--- config.mk ---
export PLATFORM = sky130hd
export DESIGN_NAME = imm_extend_unit
export DESIGN_NICKNAME = d
export VERILOG_FILES = /design/src/rtl/imm_ext_pkg.sv /design/src/rtl/imm_ext_core.sv /design/src/rtl/imm_extend_unit.sv
export SDC_FILE = /design/constraint.sdc
export NUM_CORES = 1
export LEC_CHECK = 0
export CAP_MARGIN = 20
export CORE_ASPECT_RATIO = 0.9
export CORE_UTILIZATION = 48
export DETAILED_ROUTE_END_ITERATION = 12
export PLACE_DENSITY = 0.8
export SLEW_MARGIN = 10
export SYNTH_ARGS = -nofsm -noshare
export SYNTH_HDL_FRONTEND = slang
export SYNTH_SLANG_ARGS = --single-unit
--- constraint.sdc ---
create_clock -name clk -period 2.22 [get_ports clk]
set_input_delay 0.666 -clock clk [delete_from_list [all_inputs] [get_ports clk]]
set_output_delay 0.666 -clock clk [all_outputs]
set_load 0.01 [all_outputs]
--- src/rtl/imm_ext_pkg.sv ---
// Shared types and parameter-legality constants for the immediate-extension stage.
// Build option: define IMM_EXT_SHIFT_EN to make BROFF and UPPER modes legal.
package imm_ext_pkg;

  typedef enum logic [1:0] {
    IMM_SEXT  = 2'd0,
    IMM_ZEXT  = 2'd1,
    IMM_BROFF = 2'd2,
    IMM_UPPER = 2'd3
  } imm_mode_e;

  typedef enum logic [1:0] {
    OCC_EMPTY = 2'd0,
    OCC_ONE   = 2'd1,
    OCC_FULL  = 2'd2
  } occ_state_e;

  localparam int MIN_IN_W     = 2;
  localparam int MIN_BR_SHIFT = 0;

  // The branch shift must leave the shifted sign-extended value meaningful.
  function automatic bit params_legal(input int in_w, input int out_w, input int br_shift);
    return (in_w >= MIN_IN_W) && (in_w < out_w) &&
           (br_shift >= MIN_BR_SHIFT) && (br_shift < (out_w - in_w));
  endfunction

endpackage

--- src/rtl/imm_ext_core.sv ---
// Combinational immediate extender: maps a raw immediate and mode to an operand plus error bit.
// Build option: IMM_EXT_SHIFT_EN enables BROFF/UPPER; otherwise they fall back to SEXT with err set.
module imm_ext_core
  import imm_ext_pkg::*;
#(
  parameter int IN_W     = 16,
  parameter int OUT_W    = 32,
  parameter int BR_SHIFT = 2
) (
  input  logic [IN_W-1:0]  imm_i,
  input  logic [1:0]       mode_i,
  output logic [OUT_W-1:0] data_o,
  output logic             err_o
);

  logic [OUT_W-1:0] sext_val;
  logic [OUT_W-1:0] zext_val;

  assign sext_val = {{(OUT_W-IN_W){imm_i[IN_W-1]}}, imm_i};
  assign zext_val = {{(OUT_W-IN_W){1'b0}}, imm_i};

`ifdef IMM_EXT_SHIFT_EN
  logic [OUT_W-1:0] broff_val;
  logic [OUT_W-1:0] upper_val;

  assign broff_val = sext_val << BR_SHIFT;
  assign upper_val = {imm_i, {(OUT_W-IN_W){1'b0}}};
`endif

  always_comb begin
    // NOTE: defaults first so every path assigns both outputs and no latch is inferred.
    data_o = sext_val;
    err_o  = 1'b0;
    case (imm_mode_e'(mode_i))
      IMM_SEXT:  data_o = sext_val;
      IMM_ZEXT:  data_o = zext_val;
`ifdef IMM_EXT_SHIFT_EN
      IMM_BROFF: data_o = broff_val;
      IMM_UPPER: data_o = upper_val;
`else
      IMM_BROFF, IMM_UPPER: err_o = 1'b1;
`endif
      default: ;
    endcase
  end

endmodule

--- src/rtl/imm_extend_unit.sv ---
// Pipelined immediate-extension stage with a two-entry skid buffer and registered in_ready.
// Build option: IMM_EXT_SHIFT_EN (see imm_ext_core) selects which modes are legal.
module imm_extend_unit
  import imm_ext_pkg::*;
#(
  parameter int IN_W     = 16,
  parameter int OUT_W    = 32,
  parameter int BR_SHIFT = 2
) (
  input  logic             clk,
  input  logic             rst_n,
  input  logic             in_valid,
  output logic             in_ready,
  input  logic [IN_W-1:0]  in_imm,
  input  logic [1:0]       in_mode,
  output logic             out_valid,
  input  logic             out_ready,
  output logic [OUT_W-1:0] out_data,
  output logic             out_err
);

  if (!params_legal(IN_W, OUT_W, BR_SHIFT)) begin : g_bad_params
    $error("imm_extend_unit: illegal IN_W/OUT_W/BR_SHIFT combination");
  end

  occ_state_e       state_q;
  logic [OUT_W-1:0] main_data_q, skid_data_q;
  logic             main_err_q, skid_err_q;
  logic             out_valid_q, in_ready_q;
  logic [OUT_W-1:0] ext_data_d;
  logic             ext_err_d;
  logic             in_fire, out_fire;

  imm_ext_core #(
    .IN_W    (IN_W),
    .OUT_W   (OUT_W),
    .BR_SHIFT(BR_SHIFT)
  ) u_core (
    .imm_i (in_imm),
    .mode_i(in_mode),
    .data_o(ext_data_d),
    .err_o (ext_err_d)
  );

  assign in_fire  = in_valid && in_ready_q;
  assign out_fire = out_valid_q && out_ready;

  always_ff @(posedge clk or negedge rst_n) begin
    if (!rst_n) begin
      // NOTE: the data registers are reset too, since out_data must read zero after reset.
      state_q     <= OCC_EMPTY;
      main_data_q <= '0;
      main_err_q  <= 1'b0;
      skid_data_q <= '0;
      skid_err_q  <= 1'b0;
      out_valid_q <= 1'b0;
      in_ready_q  <= 1'b1;
    end else begin
      // NOTE: non-blocking assignments so every register samples pre-edge values.
      case (state_q)
        OCC_EMPTY: begin
          if (in_fire) begin
            main_data_q <= ext_data_d;
            main_err_q  <= ext_err_d;
            out_valid_q <= 1'b1;
            state_q     <= OCC_ONE;
          end
        end
        OCC_ONE: begin
          if (in_fire && !out_fire) begin
            skid_data_q <= ext_data_d;
            skid_err_q  <= ext_err_d;
            in_ready_q  <= 1'b0;
            state_q     <= OCC_FULL;
          end else if (out_fire && !in_fire) begin
            out_valid_q <= 1'b0;
            state_q     <= OCC_EMPTY;
          end else if (in_fire && out_fire) begin
            main_data_q <= ext_data_d;
            main_err_q  <= ext_err_d;
          end
        end
        OCC_FULL: begin
          // in_ready is low here, so only the drain side can move.
          if (out_fire) begin
            main_data_q <= skid_data_q;
            main_err_q  <= skid_err_q;
            in_ready_q  <= 1'b1;
            state_q     <= OCC_ONE;
          end
        end
        default: state_q <= OCC_EMPTY;
      endcase
    end
  end

  assign in_ready  = in_ready_q;
  assign out_valid = out_valid_q;
  assign out_data  = main_data_q;
  assign out_err   = main_err_q;

endmodule

==> flow_results.xml <==
<?xml version="1.0" encoding="UTF-8"?>
<metrics>
  <group name="route">
    <metric name="first_iter_violations" unit="">50</metric>
    <metric name="via_count" unit="">1250</metric>
    <metric name="final_antenna_net_count" unit="">0</metric>
    <metric name="detail_route.vias_per_cell" unit="">5.21</metric>
    <metric name="avgRoutedWirePerCell" unit="µm">16.0</metric>
    <metric name="drt-pass1-iter-count" unit="">8</metric>
    <metric name="drt-total-wl" unit="µm">3850</metric>
    <metric name="remaining_drc_errors" unit="">12</metric>
  </group>
  <group name="logic_synthesis">
    <metric name="synth-main-ff-cell" unit="">sky130_fd_sc_hd__dfrtp_1</metric>
    <metric name="synth_sequential_area_ratio" unit="%">49.4</metric>
    <metric name="synth-edff-count" unit="">0</metric>
    <metric name="synth-warning-count" unit="">0</metric>
    <metric name="synth_nets" unit="">162</metric>
    <metric name="asyncSetResetFlopFracSynth" unit="%">100</metric>
    <metric name="ys_top_cells_by_count" unit="">sky130_fd_sc_hd__dfrtp_1, sky130_fd_sc_hd__mux2_2, sky130_fd_sc_hd__mux2_4</metric>
    <metric name="netlist.top_cell.by_area" unit="">sky130_fd_sc_hd__dfrtp_1</metric>
    <metric name="ys_top_cells_by_area" unit="">sky130_fd_sc_hd__dfrtp_1, sky130_fd_sc_hd__mux2_2, sky130_fd_sc_hd__mux2_4</metric>
    <metric name="netlist.area_leader.share" unit="%">48.1</metric>
    <metric name="synth.avg_cell_area" unit="µm²">14.5</metric>
    <metric name="synth_cells" unit="">140</metric>
    <metric name="area_of_the_mapped_netlist" unit="µm²">2030</metric>
    <metric name="post-synth-top-count-cell" unit="">sky130_fd_sc_hd__dfrtp_1</metric>
    <metric name="yosys.cell_types.count" unit="">29</metric>
    <metric name="synth-seq-cells" unit="">40</metric>
  </group>
  <group name="die">
    <metric name="total_die_area" unit="µm²">4500</metric>
    <metric name="dieWidth" unit="µm">70.6</metric>
    <metric name="placementRows" unit="">22</metric>
    <metric name="num_io_pins" unit="">57</metric>
    <metric name="floorplan_core_area" unit="µm²">4070</metric>
    <metric name="chipHeight" unit="µm">63.7</metric>
    <metric name="initial_core_util" unit="%">49.8</metric>
  </group>
  <group name="power_and_ir_drop">
    <metric name="seqPwrFrac" unit="%">37.2</metric>
    <metric name="internal_power_consumption" unit="mW">2.58</metric>
    <metric name="p_per_area" unit="nW/µm²">1380</metric>
    <metric name="switchingPower" unit="mW">1.11</metric>
    <metric name="share_comb_of_total_power" unit="%">46.9</metric>
    <metric name="power_leakage" unit="nW">1.14</metric>
    <metric name="worst_ir_drop_vdd" unit="mV">0.581</metric>
    <metric name="swShare" unit="%">30.1</metric>
    <metric name="clkPwrFrac" unit="%">15.9</metric>
  </group>
  <group name="timing">
    <metric name="setup_viol" unit="">0</metric>
    <metric name="max-slew-margin-rel" unit="%">74.9</metric>
    <metric name="ratio_of_final_minimum_period_to_clock_period" unit="%">94.2</metric>
    <metric name="final_hold_viol_count" unit="">0</metric>
    <metric name="min_tclk_post_route" unit="ps">2090</metric>
    <metric name="achievable-frequency" unit="GHz">0.478</metric>
    <metric name="rsz0062_at_grt" unit="">false</metric>
    <metric name="timing.clock.skew" unit="ps">5.85</metric>
    <metric name="slew_worst_pin" unit="ps">376</metric>
    <metric name="fin_worst_hold_slack" unit="ps">281</metric>
    <metric name="report.final.slew_viol_count" unit="">0</metric>
  </group>
  <group name="run">
    <metric name="cap_viol_max_count" unit="">0</metric>
  </group>
  <group name="worst_setup_path">
    <metric name="critical_path.max_fanout" unit="">7</metric>
    <metric name="worst-setup-path-type" unit="">flip-flop to output port</metric>
    <metric name="critical_path_top_delay_cell" unit="">sky130_fd_sc_hd__dfstp_2</metric>
    <metric name="cp_top_delay_family" unit="">flip-flops</metric>
    <metric name="end_kind" unit="">output port</metric>
    <metric name="critPathRequiredTime" unit="ps">1550</metric>
    <metric name="rr_startpoint" unit="">state_q[1]</metric>
    <metric name="crit_path_max_cell_delay" unit="ps">590</metric>
    <metric name="cp_cell_sequence" unit="">clkdlybuf4s50_1</metric>
    <metric name="crit_buf_inv" unit="">1</metric>
    <metric name="timing.critical_path.from_type" unit="">flip-flop</metric>
    <metric name="cp_data_arrival_time" unit="ps">1430</metric>
    <metric name="critical_path.startpoint" unit="">in_ready</metric>
  </group>
  <group name="final_layout">
    <metric name="final_net_count" unit="">213</metric>
    <metric name="post_route_cells_drive_above_1_share" unit="%">39.6</metric>
    <metric name="final_cell_area" unit="µm²">2680</metric>
    <metric name="synthToLayoutAreaGrowth" unit="%">31.7</metric>
    <metric name="antenna_cells_inserted" unit="">0</metric>
  </group>
  <group name="grt">
    <metric name="grt_util_all_layers" unit="%">19.4</metric>
    <metric name="antenna_found_initial" unit="">0</metric>
    <metric name="grt_max_degree" unit="">18</metric>
    <metric name="global_route_wire_length_before_repair" unit="µm">6550</metric>
    <metric name="vias_in_the_first_global_route" unit="">1361</metric>
    <metric name="overflow" unit="">0</metric>
  </group>
  <group name="cts">
    <metric name="ctsResizeCount" unit="">0</metric>
    <metric name="cts_sinks" unit="">40</metric>
    <metric name="h-tree-depth" unit="">2</metric>
    <metric name="insertion_delay" unit="ps">290</metric>
    <metric name="cts-root-to-sink-buffers" unit="">2</metric>
    <metric name="hold_buffers" unit="">0</metric>
    <metric name="cts_buffers" unit="">5</metric>
    <metric name="register_clock_pin_slew_on_the_reported_worst_setup_and_hold_paths" unit="ps">80</metric>
    <metric name="buffers_inserted_during_post_cts_setup_optimization" unit="">0</metric>
    <metric name="tritoncts" unit="">done</metric>
    <metric name="cts.root.buffer_cell" unit="">sky130_fd_sc_hd__clkbuf_8</metric>
  </group>
  <group name="place">
    <metric name="port_buffers" unit="">56</metric>
    <metric name="dp_hpwl" unit="µm">2860</metric>
    <metric name="routabilityCongestion" unit="">0.732</metric>
    <metric name="placedInstanceArea" unit="µm²">2560</metric>
  </group>
  <group name="status">
    <metric name="status" unit="">finished with violations</metric>
    <metric name="violations" unit="">design-rule violations</metric>
  </group>
  <group name="min_path">
    <metric name="min-delay-path-class" unit="">input port to async pin</metric>
  </group>
</metrics>
-- metal layers --
layer	GRT usage [%]	up-vias	share of wire, %
li1	-	579	-
met1	22.6	626	41
met2	34.3	39	52
met3	4.64	6	4.4
met4	8.25	0	1.8
met5	0	-	0
-- area by class of cell --
class                      count  area, µm²
tap                           48       60.1
inverter                       2       7.51
timing repair buffer          65        648
clock inverter                 3       42.5
fill                         307       1400
sequential                    40       1000
multi-input combinational     77        845
clock buffer                   5       68.8
-- power groups by stage --
stage / combinational [mW] / sequential (mW) / clock (mW)
after detailed placement: 1.74 / 1.38 / 0
after global routing: 1.84 / 1.42 / 0.637
after CTS: 1.75 / 1.37 / 0.602
final: 1.73 / 1.37 / 0.588
after floorplan: 1.04 / 1.39 / 0
after global placement: 1.69 / 1.35 / 0
-- cells in the final DEF (no fill, tap or decap), types with 2 or more instances in the layout --
master / Yosys / routed
sky130_fd_sc_hd__mux2_4: 18 / 18
sky130_fd_sc_hd__buf_12: 1 / 2
sky130_fd_sc_hd__clkbuf_8: 0 / 5
sky130_fd_sc_hd__mux2_2: 34 / 34
sky130_fd_sc_hd__o31ai_1: 3 / 3
sky130_fd_sc_hd__buf_4: 15 / 7
sky130_fd_sc_hd__dfrtp_1: 39 / 38
sky130_fd_sc_hd__inv_1: 2 / 2
sky130_fd_sc_hd__nand2_1: 4 / 4
sky130_fd_sc_hd__clkdlybuf4s50_1: 0 / 55
-- final timing paths --
kind / endpoint / slack [ps] / depth (start not counted)
min in group clk: skid_data_q[3] / 510 / 1
worst min register to register: skid_data_q[3] / 510 / 1
worst min-delay path: out_data[14] / 280 / 1
worst max-delay path: in_ready / 130 / 1
worst max register to register: out_data[0] / 550 / 4
max in group asynchronous: in_ready / 1360 / 2
-- kinds of logic after synthesis --
logic type | after synthesis | share of synthesized area (%)
muxes | 52 | 32.2
DFF | 40 | 49.4
buffers and inverters | 23 | 9.06
and+or+nand+nor | 15 | 5.18
AOI/OAI and AO/OA | 10 | 4.25
-- registers in the layout, summed over array words and instances (netlist names) --
| register | count |
|---|---|
| skid_err_q | 1 |
| skid_data_q | 17 |
| out_valid | 1 |
| out_err | 1 |
| in_ready | 1 |
| out_data | 17 |
| state_q | 2 |
-- stage by stage --
| stage | setup slack [ps] | utilization [%] | std cells | total power, mW | setup TNS, ps |
|---|---|---|---|---|---|
| final | 129 | 65.7 | 240 | 3.69 | 0 |
| after global placement | -25.4 | 62.9 | 232 | 3.04 | -221 |
| after global routing | 94.6 | 65.7 | 240 | 3.90 | 0 |
| after CTS | 22.9 | 65.6 | 240 | 3.72 | 0 |
| after detailed placement | -70.7 | 62.9 | 232 | 3.12 | -840 |
| after floorplan | 500 | - | 140 | 2.44 | 0 |
Power figures use the tool's default switching activity.
